<file path="config.mk">
export PLATFORM = sky130hd
export DESIGN_NAME = enemy_spawn_sched
export DESIGN_NICKNAME = d
export VERILOG_FILES = /design/src/rtl/enemy_spawn_sched.sv
export SDC_FILE = /design/constraint.sdc
export NUM_CORES = 1
export LEC_CHECK = 0
export CAP_MARGIN = 40
export CORE_MARGIN = 2
export CORE_UTILIZATION = 30
export CTS_BUF_LIST = sky130_fd_sc_hd__clkbuf_16
export DETAILED_ROUTE_END_ITERATION = 10
export DONT_BUFFER_PORTS = 1
export REMOVE_ABC_BUFFERS = 1
export SYNTH_ARGS = -nofsm -noshare
export SYNTH_HDL_FRONTEND = slang
export SYNTH_SLANG_ARGS = --single-unit
</file>
<file path="constraint.sdc">
create_clock -name clk_run -period 3.45 [get_ports clk_run]
set_input_delay 0.69 -clock clk_run [delete_from_list [all_inputs] [get_ports clk_run]]
set_output_delay 0.69 -clock clk_run [all_outputs]
set_load 0.05 [all_outputs]
</file>
<file path="src/rtl/enemy_spawn_sched.sv">
// Enemy spawn scheduler. Every N frames it picks a free enemy slot round-robin and
// issues a valid/ready spawn command with an LFSR-derived x position and speed.
module enemy_spawn_sched #(
    parameter int          SLOT_NUM      = 4,
    parameter int          IDX_W         = 2,
    parameter int          INTERVAL_BASE = 60,
    parameter int          X_MAX         = 583,
    parameter logic [15:0] LFSR_SEED     = 16'hACE1
) (
    input  logic                clk_run,
    input  logic                rst_n,
    input  logic                en_i,
    input  logic                frame_tick_i,
    input  logic [1:0]          level_i,
    input  logic [SLOT_NUM-1:0] slot_busy_i,
    input  logic                spawn_ready_i,
    output logic                spawn_valid_o,
    output logic [IDX_W-1:0]    spawn_idx_o,
    output logic [9:0]          spawn_x_o,
    output logic [1:0]          spawn_speed_o,
    output logic                spawn_drop_o
);
    localparam int CNT_W = (INTERVAL_BASE < 2) ? 1 : $clog2(INTERVAL_BASE + 1);

    typedef enum logic [1:0] {S_IDLE, S_WAIT, S_PICK, S_ISSUE} state_t;

    state_t             state_q, state_d;
    logic [CNT_W-1:0]   cnt_q, cnt_d;
    logic [IDX_W-1:0]   rr_q, rr_d;
    logic [IDX_W-1:0]   idx_q, idx_d;
    logic [9:0]         x_q, x_d;
    logic [1:0]         speed_q, speed_d;
    logic               drop_q, drop_d;
    logic [15:0]        lfsr_q;

    logic [CNT_W-1:0]   interval;
    logic               found;
    logic [IDX_W-1:0]   pick_idx;
    logic [IDX_W-1:0]   idx_next;
    logic [9:0]         x_new;
    logic [1:0]         speed_new;

    // Reload value; deep levels on a small base must never yield a zero-length interval.
    always_comb begin
        interval = CNT_W'(INTERVAL_BASE) >> level_i;
        if (interval == '0) begin
            interval = CNT_W'(1);
        end
    end

    // Round-robin search: walk downward so the slot closest to rr_q wins.
    always_comb begin
        int s;
        found    = 1'b0;
        pick_idx = rr_q;
        for (int k = SLOT_NUM - 1; k >= 0; k--) begin
            s = int'(rr_q) + k;
            if (s >= SLOT_NUM) begin
                s = s - SLOT_NUM;
            end
            if (!slot_busy_i[s]) begin
                found    = 1'b1;
                pick_idx = IDX_W'(s);
            end
        end
    end

    assign idx_next = (int'(idx_q) == SLOT_NUM - 1) ? '0 : idx_q + IDX_W'(1);
    assign x_new    = (lfsr_q[9:0] >= 10'(X_MAX)) ? lfsr_q[9:0] - 10'(X_MAX) : lfsr_q[9:0];

    always_comb begin
        speed_new = 2'b01;
        if (level_i == 2'd1) begin
            speed_new = lfsr_q[10] ? 2'b11 : 2'b01;
        end else if (level_i[1]) begin
            if (lfsr_q[11:10] == 2'b00) begin
                speed_new = 2'b10;
            end else begin
                speed_new = lfsr_q[10] ? 2'b11 : 2'b01;
            end
        end
    end

    always_comb begin
        state_d = state_q;
        cnt_d   = cnt_q;
        rr_d    = rr_q;
        idx_d   = idx_q;
        x_d     = x_q;
        speed_d = speed_q;
        drop_d  = 1'b0;
        case (state_q)
            S_IDLE: begin
                if (en_i) begin
                    state_d = S_WAIT;
                    cnt_d   = interval;
                end
            end
            S_WAIT: begin
                if (!en_i) begin
                    state_d = S_IDLE;
                end else if (frame_tick_i) begin
                    if (cnt_q <= CNT_W'(1)) begin
                        state_d = S_PICK;
                    end else begin
                        cnt_d = cnt_q - CNT_W'(1);
                    end
                end
            end
            S_PICK: begin
                if (!en_i) begin
                    state_d = S_IDLE;
                end else if (found) begin
                    idx_d   = pick_idx;
                    x_d     = x_new;
                    speed_d = speed_new;
                    state_d = S_ISSUE;
                end else begin
                    drop_d  = 1'b1;
                    cnt_d   = interval;
                    state_d = S_WAIT;
                end
            end
            S_ISSUE: begin
                // The command is never retracted, even if the game stops meanwhile.
                if (spawn_ready_i) begin
                    rr_d    = idx_next;
                    cnt_d   = interval;
                    state_d = en_i ? S_WAIT : S_IDLE;
                end
            end
            default: state_d = S_IDLE;
        endcase
    end

    always_ff @(posedge clk_run or negedge rst_n) begin
        if (!rst_n) begin
            state_q <= S_IDLE;
            cnt_q   <= '0;
            rr_q    <= '0;
            idx_q   <= '0;
            x_q     <= '0;
            speed_q <= '0;
            drop_q  <= 1'b0;
            lfsr_q  <= LFSR_SEED;
        end else begin
            state_q <= state_d;
            cnt_q   <= cnt_d;
            rr_q    <= rr_d;
            idx_q   <= idx_d;
            x_q     <= x_d;
            speed_q <= speed_d;
            drop_q  <= drop_d;
            // Galois form of x^16+x^14+x^13+x^11+1, free-running
            lfsr_q  <= {1'b0, lfsr_q[15:1]} ^ (lfsr_q[0] ? 16'hB400 : 16'h0000);
        end
    end

    assign spawn_valid_o = (state_q == S_ISSUE);
    assign spawn_idx_o   = idx_q;
    assign spawn_x_o     = x_q;
    assign spawn_speed_o = speed_q;
    assign spawn_drop_o  = drop_q;

endmodule

</file>
==> flow_summary.json <==
{
  "clockBufferDepth": 2,
  "port_buffers": 0,
  "die_h_um": 86.1,
  "floorplan.core_area_um2": 6420,
  "placed_cells": 264,
  "die_w_um": 86.1,
  "netlist.area_leader.share_pct": 40.9,
  "leakagePower_nw": 0.981,
  "root_buffer": "clkbuf_16",
  "min_path_type": "primary input to async pin",
  "num_vias": 1456,
  "fin_skew_ns": 0.00172,
  "worst-path-max-fanout": 8,
  "finalNetCount": 209,
  "async_flop_share_pct": 100,
  "critical_path_class": "flip-flop to flip-flop",
  "grt_overflow": 0,
  "start_kind": "flip-flop",
  "r2r-start": "cnt_q[0]$_DFFE_PN0P_",
  "timing.final.crit_period_ns": 2.20,
  "cts_buffers": 5,
  "post-route-util_pct": 34.6,
  "drt-initial-drc-count": 56,
  "area_growth_pct": 9.91,
  "ys_seq_area_share_pct": 51.3,
  "drv_slew": 0,
  "drt-pass1-iter-count": 4,
  "grt_start_max_net_pins": 42,
  "reg2reg_depth": 6,
  "io_pins": 27,
  "synthTopCellsByCount": "33 x dfrtp_1, 21 x nand2_1, 15 x o21ai_0",
  "insertion_delay_ns": 0.28,
  "fin_hold_ws_ns": 0.101,
  "synth_flop_cell": "dfrtp_1",
  "worstSetupEndpoint": "cnt_q[1]$_DFFE_PN0P_",
  "n_antenna_cell": 0,
  "vias_per_cell": 5.35,
  "postRouteWirelength_um": 4060,
  "r2r-end": "cnt_q[1]$_DFFE_PN0P_",
  "placed_area_um2": 2070,
  "cts_tree": "built",
  "synth_edf_count": 0,
  "cp_slowest_stage_delay_ns": 0.50,
  "maxSlewHeadroom_pct": 46.9,
  "power_density_nw_per_um2": 483,
  "slowest_stage": "a2111oi_4",
  "tns_ns": 0,
  "start_util_pct": 31.5,
  "drive_gt1_share_pct": 14.4,
  "setup_viol": 0,
  "clock_sinks": 41,
  "finalCritPeriodShare_pct": 63.6,
  "rows": 29,
  "worstPathRequired_ns": 3.62,
  "htree_levels": 2,
  "postRouteAntennaNets": 0,
  "yosysTopAreaCell": "dfrtp_1",
  "postLayoutCellArea_um2": 2220,
  "max_cap_violations": 0,
  "synth_area_leaders": "dfrtp_1 41%, dfstp_2 10%, nand2_1 3.9%",
  "ys_ff_latch": 41,
  "clkTransAtPathRegs_ns": 0.06,
  "cts_setup_buffers": 0,
  "dieArea_um2": 7410,
  "hold_viol_final": 0,
  "status": "completed",
  "ys_types": 53,
  "cts_hold_buffers": 0,
  "rsz0062_at_grt": "false",
  "max-vdd-ir-drop_mv": 0.187,
  "antenna_found_initial": 0,
  "layout.cells.non_filler": 272,
  "tightest_slew_ns": 0.794,
  "grt_pass1_wl_um": 6760,
  "critPathLaunch": "cnt_q[0]$_DFFE_PN0P_",
  "cts_resized": 0,
  "synth_most_common_cell": "dfrtp_1",
  "crit_path_end_kind": "flip-flop",
  "path_cells": "inv_1 -> ha_1 -> or2_1 -> a2111oi_4 -> or2_4 -> mux2_4",
  "wl_per_cell_um": 14.9,
  "synth.avg_cell_area_um2": 10.4,
  "crit_arrival_ns": 2.36,
  "fmax_ghz": 0.455,
  "syn_inst": 194,
  "place_hpwl_um": 2800,
  "r2r_setup_slack_ns": 1.25,
  "place.gp.congestion": 0.875,
  "post-route-drc-count": 0,
  "grt_pass1_vias": 1431,
  "syn_area_um2": 2020,
  "ys_warn_count": 0,
  "grt.total_usage_pct": 11.7
}
[metal layers]
metal	vias up	wire length [um]	global-route usage [%]
li1	704	-	-
met2	30	1900	19.0
met1	717	1820	13.9
met4	0	55	4.76
met3	5	286	4.52
met5	-	0	0
[critical path, delay by kind of cell (launching register included)]
family                     cells  cell delay, ns
and+or+nand+nor                2            0.54
AOI/OAI and AO/OA              1            0.50
DFF                            1            0.41
muxes                          1            0.29
adders and majority gates      1            0.25
buffers and inverters          1            0.10
[report_power, final]
part	total, mW	internal (mW)	switching [mW]	leakage, nW
sequential	0.538	0.499	0.0392	0.527
combinational	0.0753	0.0385	0.0368	0.383
clock	0.459	0.269	0.190	0.0702
[stage by stage]
step	setup slack [ns]	power [mW]
after detailed placement	1.27	0.622
after CTS	1.25	1.09
after global routing	1.15	1.12
final	1.25	1.07
after floorplan	1.45	0.604
after global placement	1.29	0.620
[registers in the layout (all words and copies together) (netlist names)]
signal / count
spawn_x_o: 10
lfsr_q: 16
spawn_speed_o: 2
cnt_q: 6
spawn_idx_o: 2
rr_q: 2
state_q: 2
spawn_drop_o: 1
[worst min path at each step]
stage                          from                        to  slack (ns)  cells after the start
4_1_cts                       rst_n      lfsr_q[14]$_DFF_PN0_        0.09                      0
2_1_floorplan  lfsr_q[12]$_DFF_PN0_      lfsr_q[11]$_DFF_PN1_        0.33                      0
6_report                      rst_n      lfsr_q[14]$_DFF_PN0_        0.10                      0
3_5_place_dp   lfsr_q[12]$_DFF_PN0_      lfsr_q[11]$_DFF_PN1_        0.34                      0
3_3_place_gp   lfsr_q[12]$_DFF_PN0_      lfsr_q[11]$_DFF_PN1_        0.34                      0
5_1_grt                       rst_n  spawn_x_o[0]$_DFFE_PN0P_        0.08                      0
[cell families after synthesis]
kind of cell	Yosys count	synth area share [%]
flip-flops	41	51.3
multiplexers	3	1.80
adder cells (fa/ha/maj)	4	2.48
AO/OA/AOI/OAI	53	19.2
XOR/XNOR	4	1.73
buffers and inverters	16	3.78
AND/OR/NAND/NOR	73	19.8
[cells in the final DEF (no fill, tap or decap), drive strengths merged, types with 3 or more instances in the layout]
cell type,instances
o21ai,15
clkbuf,5
a311o,3
or4,3
and2,3
o22ai,4
nor2b,3
a211o,3
a21oi,8
inv,10
dfstp,8
nand2,21
a22o,4
nor3,5
dfrtp,33
xor2,3
ha,4
nor2,14
nand4,4
nand3,7
[layout make-up]
type / instances / area (um^2)
clock inverter: 3 / 21.3
multi-input combinational: 137 / 908
inverter: 9 / 33.8
tap: 77 / 96.3
clock buffer: 5 / 125
fill: 631 / 4200
sequential: 41 / 1040
Note: power is estimated with default switching activity, not from simulation.
